[src/rtl/dma_pkg.sv]
// Shared types and constants for the DMA memory-port arbiter.
package dma_pkg;

    localparam int unsigned DMA_AW = 22;

    typedef enum logic {
        ARB  = 1'b0,
        WAIT = 1'b1
    } dma_state_e;

    localparam int unsigned CH_MP3   = 0;
    localparam int unsigned CH_SD    = 1;
    localparam int unsigned CH_ZX    = 2;
    localparam int unsigned CH_SPARE = 3;

endpackage

[src/rtl/dma_tag_fifo.sv]
// In-order tag queue tracking which channel owns each outstanding memory access.
module dma_tag_fifo
#(
    parameter int unsigned DEPTH = 2,
    parameter int unsigned W     = 2
) (
    input  logic                         clk,
    input  logic                         rst_n,
    input  logic                         push,
    input  logic                         pop,
    input  logic [W-1:0]                 din,
    output logic [W-1:0]                 dout,
    output logic                         empty,
    output logic                         full,
    output logic [$clog2(DEPTH+1)-1:0]   count
);

    localparam int unsigned CW = $clog2(DEPTH + 1);
    localparam int unsigned PW = (DEPTH > 1) ? $clog2(DEPTH) : 1;

    logic [W-1:0]  mem_q [DEPTH];
    logic [PW-1:0] rd_ptr_q, rd_ptr_d;
    logic [PW-1:0] wr_ptr_q, wr_ptr_d;
    logic [CW-1:0] count_q, count_d;
    logic          do_push, do_pop;

    function automatic logic [PW-1:0] ptr_inc(input logic [PW-1:0] p);
        return (p == PW'(DEPTH - 1)) ? '0 : p + 1'b1;
    endfunction

    // A full queue may still accept a push when a pop frees a slot in the same cycle.
    assign do_pop  = pop & (count_q != '0);
    assign do_push = push & ((count_q != CW'(DEPTH)) | do_pop);

    always_comb begin
        rd_ptr_d = rd_ptr_q;
        wr_ptr_d = wr_ptr_q;
        count_d  = count_q;
        if (do_pop) begin
            rd_ptr_d = ptr_inc(rd_ptr_q);
        end
        if (do_push) begin
            wr_ptr_d = ptr_inc(wr_ptr_q);
        end
        case ({do_push, do_pop})
            2'b10:   count_d = count_q + CW'(1);
            2'b01:   count_d = count_q - CW'(1);
            default: count_d = count_q;
        endcase
    end

    always_ff @(posedge clk or negedge rst_n) begin
        if (!rst_n) begin
            rd_ptr_q <= '0;
            wr_ptr_q <= '0;
            count_q  <= '0;
        end else begin
            rd_ptr_q <= rd_ptr_d;
            wr_ptr_q <= wr_ptr_d;
            count_q  <= count_d;
        end
    end

    always_ff @(posedge clk) begin
        if (do_push) begin
            mem_q[wr_ptr_q] <= din;
        end
    end

    assign dout  = mem_q[rd_ptr_q];
    assign empty = (count_q == '0);
    assign full  = (count_q == CW'(DEPTH));
    assign count = count_q;

endmodule

[src/rtl/dma_arbiter.sv]
// Round-robin / fixed-priority arbiter sharing one DMA memory port between NCH channels,
// with in-order completion routing through a tag queue.
module dma_arbiter
    import dma_pkg::*;
#(
    parameter int unsigned NCH  = 4,
    parameter int unsigned AW   = DMA_AW,
    parameter int unsigned OUTS = 2
) (
    input  logic              clk,
    input  logic              rst_n,
    input  logic [NCH-1:0]    chan_en,
    input  logic              prio_fixed,
    input  logic [NCH-1:0]    req,
    input  logic [NCH*AW-1:0] addr,
    input  logic [NCH-1:0]    rnw,
    input  logic [NCH*8-1:0]  wd,
    output logic [NCH-1:0]    ack,
    output logic [NCH-1:0]    dma_end,
    output logic [7:0]        dma_rd,
    output logic              mem_req,
    output logic [AW-1:0]     mem_addr,
    output logic              mem_rnw,
    output logic [7:0]        mem_wd,
    input  logic              mem_ack,
    input  logic              mem_rvalid,
    input  logic [7:0]        mem_rd,
    output logic              busy,
    output logic              err
);

    localparam int unsigned IW = $clog2(NCH);
    localparam int unsigned CW = $clog2(OUTS + 1);

    dma_state_e      state_q, state_d;
    logic [IW-1:0]   gnt_q, gnt_d;
    logic [IW-1:0]   rr_ptr_q, rr_ptr_d;
    logic [AW-1:0]   mem_addr_q, mem_addr_d;
    logic            mem_rnw_q, mem_rnw_d;
    logic [7:0]      mem_wd_q, mem_wd_d;
    logic            err_q, err_d;

    logic [NCH-1:0]  cand;
    logic [IW:0]     sel;
    logic            tag_push, tag_pop;
    logic [IW-1:0]   tag_head;
    logic            tag_empty, tag_full;
    logic [CW-1:0]   tag_count;

    // Returns {found, index}; fixed mode scans from 0, round-robin from ptr upward.
    function automatic logic [IW:0] pick(input logic [NCH-1:0] c,
                                         input logic           fixed,
                                         input logic [IW-1:0]  ptr);
        logic          found;
        logic [IW-1:0] idx;
        int unsigned   start;
        int unsigned   k;
        found = 1'b0;
        idx   = '0;
        start = fixed ? 0 : int'(ptr);
        for (int unsigned i = 0; i < NCH; i++) begin
            k = (start + i) % NCH;
            if (!found && c[IW'(k)]) begin
                found = 1'b1;
                idx   = IW'(k);
            end
        end
        return {found, idx};
    endfunction

    assign cand = req & chan_en;
    assign sel  = pick(cand, prio_fixed, rr_ptr_q);

    always_comb begin
        state_d    = state_q;
        gnt_d      = gnt_q;
        rr_ptr_d   = rr_ptr_q;
        mem_addr_d = mem_addr_q;
        mem_rnw_d  = mem_rnw_q;
        mem_wd_d   = mem_wd_q;
        ack        = '0;
        tag_push   = 1'b0;
        case (state_q)
            ARB: begin
                if (sel[IW] && !tag_full) begin
                    gnt_d   = sel[IW-1:0];
                    state_d = WAIT;
                    for (int unsigned i = 0; i < NCH; i++) begin
                        if (sel[IW-1:0] == IW'(i)) begin
                            mem_addr_d = addr[i*AW +: AW];
                            mem_rnw_d  = rnw[i];
                            mem_wd_d   = wd[i*8 +: 8];
                        end
                    end
                end
            end
            WAIT: begin
                if (mem_ack) begin
                    ack[gnt_q] = 1'b1;
                    tag_push   = 1'b1;
                    rr_ptr_d   = (gnt_q == IW'(NCH - 1)) ? '0 : gnt_q + 1'b1;
                    state_d    = ARB;
                end
            end
            default: state_d = ARB;
        endcase
    end

    assign tag_pop = mem_rvalid & ~tag_empty;
    assign err_d   = err_q | (mem_rvalid & tag_empty);

    always_comb begin
        dma_end = '0;
        if (tag_pop) begin
            dma_end[tag_head] = 1'b1;
        end
    end

    always_ff @(posedge clk or negedge rst_n) begin
        if (!rst_n) begin
            state_q    <= ARB;
            gnt_q      <= '0;
            rr_ptr_q   <= '0;
            mem_addr_q <= '0;
            mem_rnw_q  <= 1'b1;
            mem_wd_q   <= '0;
            err_q      <= 1'b0;
        end else begin
            state_q    <= state_d;
            gnt_q      <= gnt_d;
            rr_ptr_q   <= rr_ptr_d;
            mem_addr_q <= mem_addr_d;
            mem_rnw_q  <= mem_rnw_d;
            mem_wd_q   <= mem_wd_d;
            err_q      <= err_d;
        end
    end

    dma_tag_fifo #(
        .DEPTH (OUTS),
        .W     (IW)
    ) u_tags (
        .clk   (clk),
        .rst_n (rst_n),
        .push  (tag_push),
        .pop   (tag_pop),
        .din   (gnt_q),
        .dout  (tag_head),
        .empty (tag_empty),
        .full  (tag_full),
        .count (tag_count)
    );

    assign mem_req  = (state_q == WAIT);
    assign mem_addr = mem_addr_q;
    assign mem_rnw  = mem_rnw_q;
    assign mem_wd   = mem_wd_q;
    assign dma_rd   = mem_rd;
    assign busy     = mem_req | (tag_count != '0);
    assign err      = err_q;

endmodule

[config.mk]
export PLATFORM = sky130hd
export DESIGN_NAME = dma_arbiter
export DESIGN_NICKNAME = d
export VERILOG_FILES = /design/src/rtl/dma_pkg.sv /design/src/rtl/dma_tag_fifo.sv /design/src/rtl/dma_arbiter.sv
export SDC_FILE = /design/constraint.sdc
export NUM_CORES = 1
export LEC_CHECK = 0
export ABC_CLOCK_PERIOD_IN_PS = 2200
export BUFFER_PORTS_ARGS = -buffer_cell sky130_fd_sc_hd__buf_2
export CORE_MARGIN = 1
export CORE_UTILIZATION = 42
export CTS_CLUSTER_DIAMETER = 80
export DETAILED_ROUTE_END_ITERATION = 10
export PLACE_DENSITY_LB_ADDON = 0.2
export SYNTH_ARGS = -nofsm -noshare
export SYNTH_HDL_FRONTEND = slang
export SYNTH_SLANG_ARGS = --single-unit
export TNS_END_PERCENT = 50
[constraint.sdc]
create_clock -name clk -period 2.2 [get_ports clk]
set_clock_uncertainty 0.15 [all_clocks]
set_input_delay 0.44 -clock clk [delete_from_list [all_inputs] [get_ports clk]]
set_output_delay 0.44 -clock clk [all_outputs]
set_load 0.005 [all_outputs]
==> results.sh <==
export IMPL_hold_path_depth=2
export IMPL_syn_inst=448
export IMPL_grt_pass1_wl_um=22100
export IMPL_gp_congestion=0.879
export IMPL_r2r_cells=7
export IMPL_clockBufferDepth=2
export IMPL_wl_per_cell_um=18.6
export IMPL_setup_viol=31
export IMPL_vias=4504
export IMPL_antenna_found_initial=0
export IMPL_drt_iter0_drc=272
export IMPL_avgSynthCellArea_um2=8.64
export IMPL_dr_pass1_iters=8
export IMPL_ys_seq_area_share_pct=29.6
export IMPL_worstReg2RegEnd="mem_wd[1]"
export IMPL_outcome="finished with violations"
export IMPL_die_y_um=98.0
export IMPL_fin_setup_tns_ns=-2.91
export IMPL_slew_headroom_pct=65.1
export IMPL_crit_family="compound AO/OA/AOI/OAI gates"
export IMPL_area_delta_synth_final_pct=38.4
export IMPL_die_area_um2=9600
export IMPL_async_flop_share_pct=91.1
export IMPL_rsz0062_at_grt="true"
export IMPL_clock_root_buffer="clkbuf_8"
export IMPL_hpwlAfterDp_um=9800
export IMPL_cts_tree="yes"
export IMPL_nets=777
export IMPL_synthesis_nets=598
export IMPL_cpPeakStageDelay_ns=0.54
export IMPL_critical_path_buf_inv_count=1
export IMPL_drv_cap=0
export IMPL_ys_seq_elements=45
export IMPL_fin_cells=736
export IMPL_synth_cell_area_um2=3870
export IMPL_power_leakage_nw=2.39
export IMPL_start_kind="flip-flop"
export IMPL_finalWorstPathRequiredPeriod_ns=2.32
export IMPL_grt_usage_pct=28.2
export IMPL_synth_warnings=0
export IMPL_failed_checks="design-rule violations, negative setup slack"
export IMPL_fin_hold_ws_ns=0.233
export IMPL_clkLatencyLatePin_ns=0.30
export IMPL_max_clock_freq_ghz=0.432
export IMPL_grt_overflow=0
export IMPL_path_cells="nand2b_4, mux4_2, a31o_1, o211a_4, buf_12, a221oi_2, o22ai_1"
export IMPL_maxSlewViolCount=0
export IMPL_post_route_drc_count=11
export IMPL_cellPowerDensity_nw_per_um2=1380
export IMPL_cpMaxStageDelayCell="mux4_2"
export IMPL_grt_max_degree=41
export IMPL_num_rows=34
export IMPL_synth_distinct_cells=50
export IMPL_finalCritPeriodShare_pct=105
export IMPL_vias_per_cell=6.12
export IMPL_whs_endpoint="err"
export IMPL_placedCellCount=720
export IMPL_setup_slack_ns=-0.117
export IMPL_port_buffer_count=178
export IMPL_clock_sinks=45
export IMPL_peakVddDrop_mv=0.658
export IMPL_hp_start="mem_rvalid"
export IMPL_start_util_pct=43.9
export IMPL_diodes=0
export IMPL_reg2reg_from="rr_ptr_q[1]"
export IMPL_hp_class="primary input to flip-flop"
export IMPL_crit_fanout=12
export IMPL_coreArea_um2=8810
export IMPL_criticalPathCategory="flip-flop to flip-flop"
export IMPL_cts_htree_levels=2
export IMPL_die_w_um=98.0
export IMPL_worstMarginPinSlew_ns=0.523
export IMPL_final_cell_mix="178 x buf_2, 72 x nand2_1, 43 x nor2_1, 38 x dfrtp_1, 36 x a221oi_2"
export IMPL_rrSetupSlack_ns=-0.12
export IMPL_synth_enable_flop_cells=4
export IMPL_clkTransAtPathRegs_ns=0.10
export IMPL_pin_count=195
export IMPL_cts_buffers=5
export IMPL_end_kind="flip-flop"
export IMPL_required_ns=2.23
export IMPL_finalHoldViolations=0
export IMPL_layout_drive_gt1_share_pct=46.0
export IMPL_drtAntennaViolNets=0
export IMPL_critPathArrivalTime_ns=2.35
export IMPL_grt_pass1_vias=4643
export IMPL_mostFrequentLayoutCell="buf_2"
export IMPL_synth_ff_type="dfrtp_1"
export IMPL_postRouteWirelength_um=13700
worst max path at each step:
stage,start,endpoint,slack (ns),cells past startpoint
floorplan,prio_fixed,mem_addr[10],-0.08,8
global placement,prio_fixed,mem_addr[15],-0.22,8
detailed placement,prio_fixed,mem_wd[1],-0.31,8
CTS,rr_ptr_q[1],mem_wd[1],-0.1,7
global route,rr_ptr_q[0],mem_addr[14],-0.23,7
finish,rr_ptr_q[1],mem_wd[1],-0.12,7
cells in the mapped netlist, types with 2 or more instances:
cell type | instances | area share, %
edfxtp_1 | 4 | 3.1
nor2_1 | 43 | 4.2
xnor2_1 | 5 | 1.1
nand2_1 | 73 | 7.1
buf_4 | 10 | 1.9
a21oi_1 | 3 | 0.39
a221oi_1 | 33 | 7.5
ha_1 | 5 | 1.6
o22ai_1 | 31 | 5.0
a221oi_2 | 30 | 12
buf_6 | 8 | 2.3
xor2_1 | 2 | 0.45
dfrtp_1 | 40 | 26
inv_1 | 9 | 0.87
nand4b_1 | 2 | 0.45
and2_1 | 5 | 0.81
nand3_1 | 33 | 4.3
buf_2 | 17 | 2.2
clkbuf_1 | 20 | 1.9
and3_1 | 5 | 0.81
nand2b_1 | 2 | 0.32
a21o_1 | 2 | 0.39
o21ai_0 | 5 | 0.65
o2111ai_1 | 35 | 7.9
logic make-up after synthesis:
kind of cell             Yosys count  synth area share [%]
AO/OA/AOI/OAI                    155                  37.6
XOR/XNOR                           7                  1.58
adder cells (fa/ha/maj)            5                  1.62
buffers and inverters             65                  9.38
flip-flops                        45                  29.6
multiplexers                       2                 0.873
AND/OR/NAND/NOR                  169                  19.3
repair_timing:
action / in CTS / in global routing
hold endpoints to repair: 17 / 0
pin swaps: 2 / 2
cloned: 0 / 1
setup endpoints to repair: 32 / 32
hold buffers: 1 / 0
resized for setup: 8 / 8
setup buffers: 4 / 2
metal layers:
layer | global-route usage [%] | vias up | routed length [um]
met1 | 35.0 | 2146 | 5630
met5 | 0 | - | 0
met2 | 47.4 | 222 | 6770
met3 | 6.16 | 29 | 1020
met4 | 11.9 | 0 | 270
li1 | - | 2107 | -
flip-flops by register name, indices dropped and copies added, names as in the netlist, 2 cells and up:
name / cells
u_tags.count: 2
gnt_q: 2
u_tags.mem_q: 4
mem_wd: 8
rr_ptr_q: 2
mem_addr: 22
where the power goes:
part	total, mW	switching, mW	internal [mW]
registers	1.78	0.489	1.29
clock network	0.646	0.310	0.336
logic	4.98	2.57	2.41
through the flow:
stage / total power [mW] / cell area [um2] / setup slack (ns) / utilization [%]
floorplan: 4.75 / 3880 / -0.0757 / -
global placement: 6.29 / 5080 / -0.225 / 57.7
detailed placement: 6.46 / 5080 / -0.308 / 57.7
CTS: 7.22 / 5270 / -0.0953 / 59.8
global route: 7.92 / 5360 / -0.227 / 60.8
finish: 7.40 / 5360 / -0.117 / 60.8
cell type report:
| cell class | instances | area, um2 |
|---|---|---|
| fillers | 803 | 3450 |
| multi-input cells | 338 | 2470 |
| repair buffers | 228 | 1460 |
| flip-flops and latches | 45 | 1150 |
| well taps | 108 | 135 |
| clock buffers | 6 | 72.6 |
| clock inverters | 2 | 33.8 |
| inverters | 9 | 33.8 |
(Power assumes the default switching activity.)
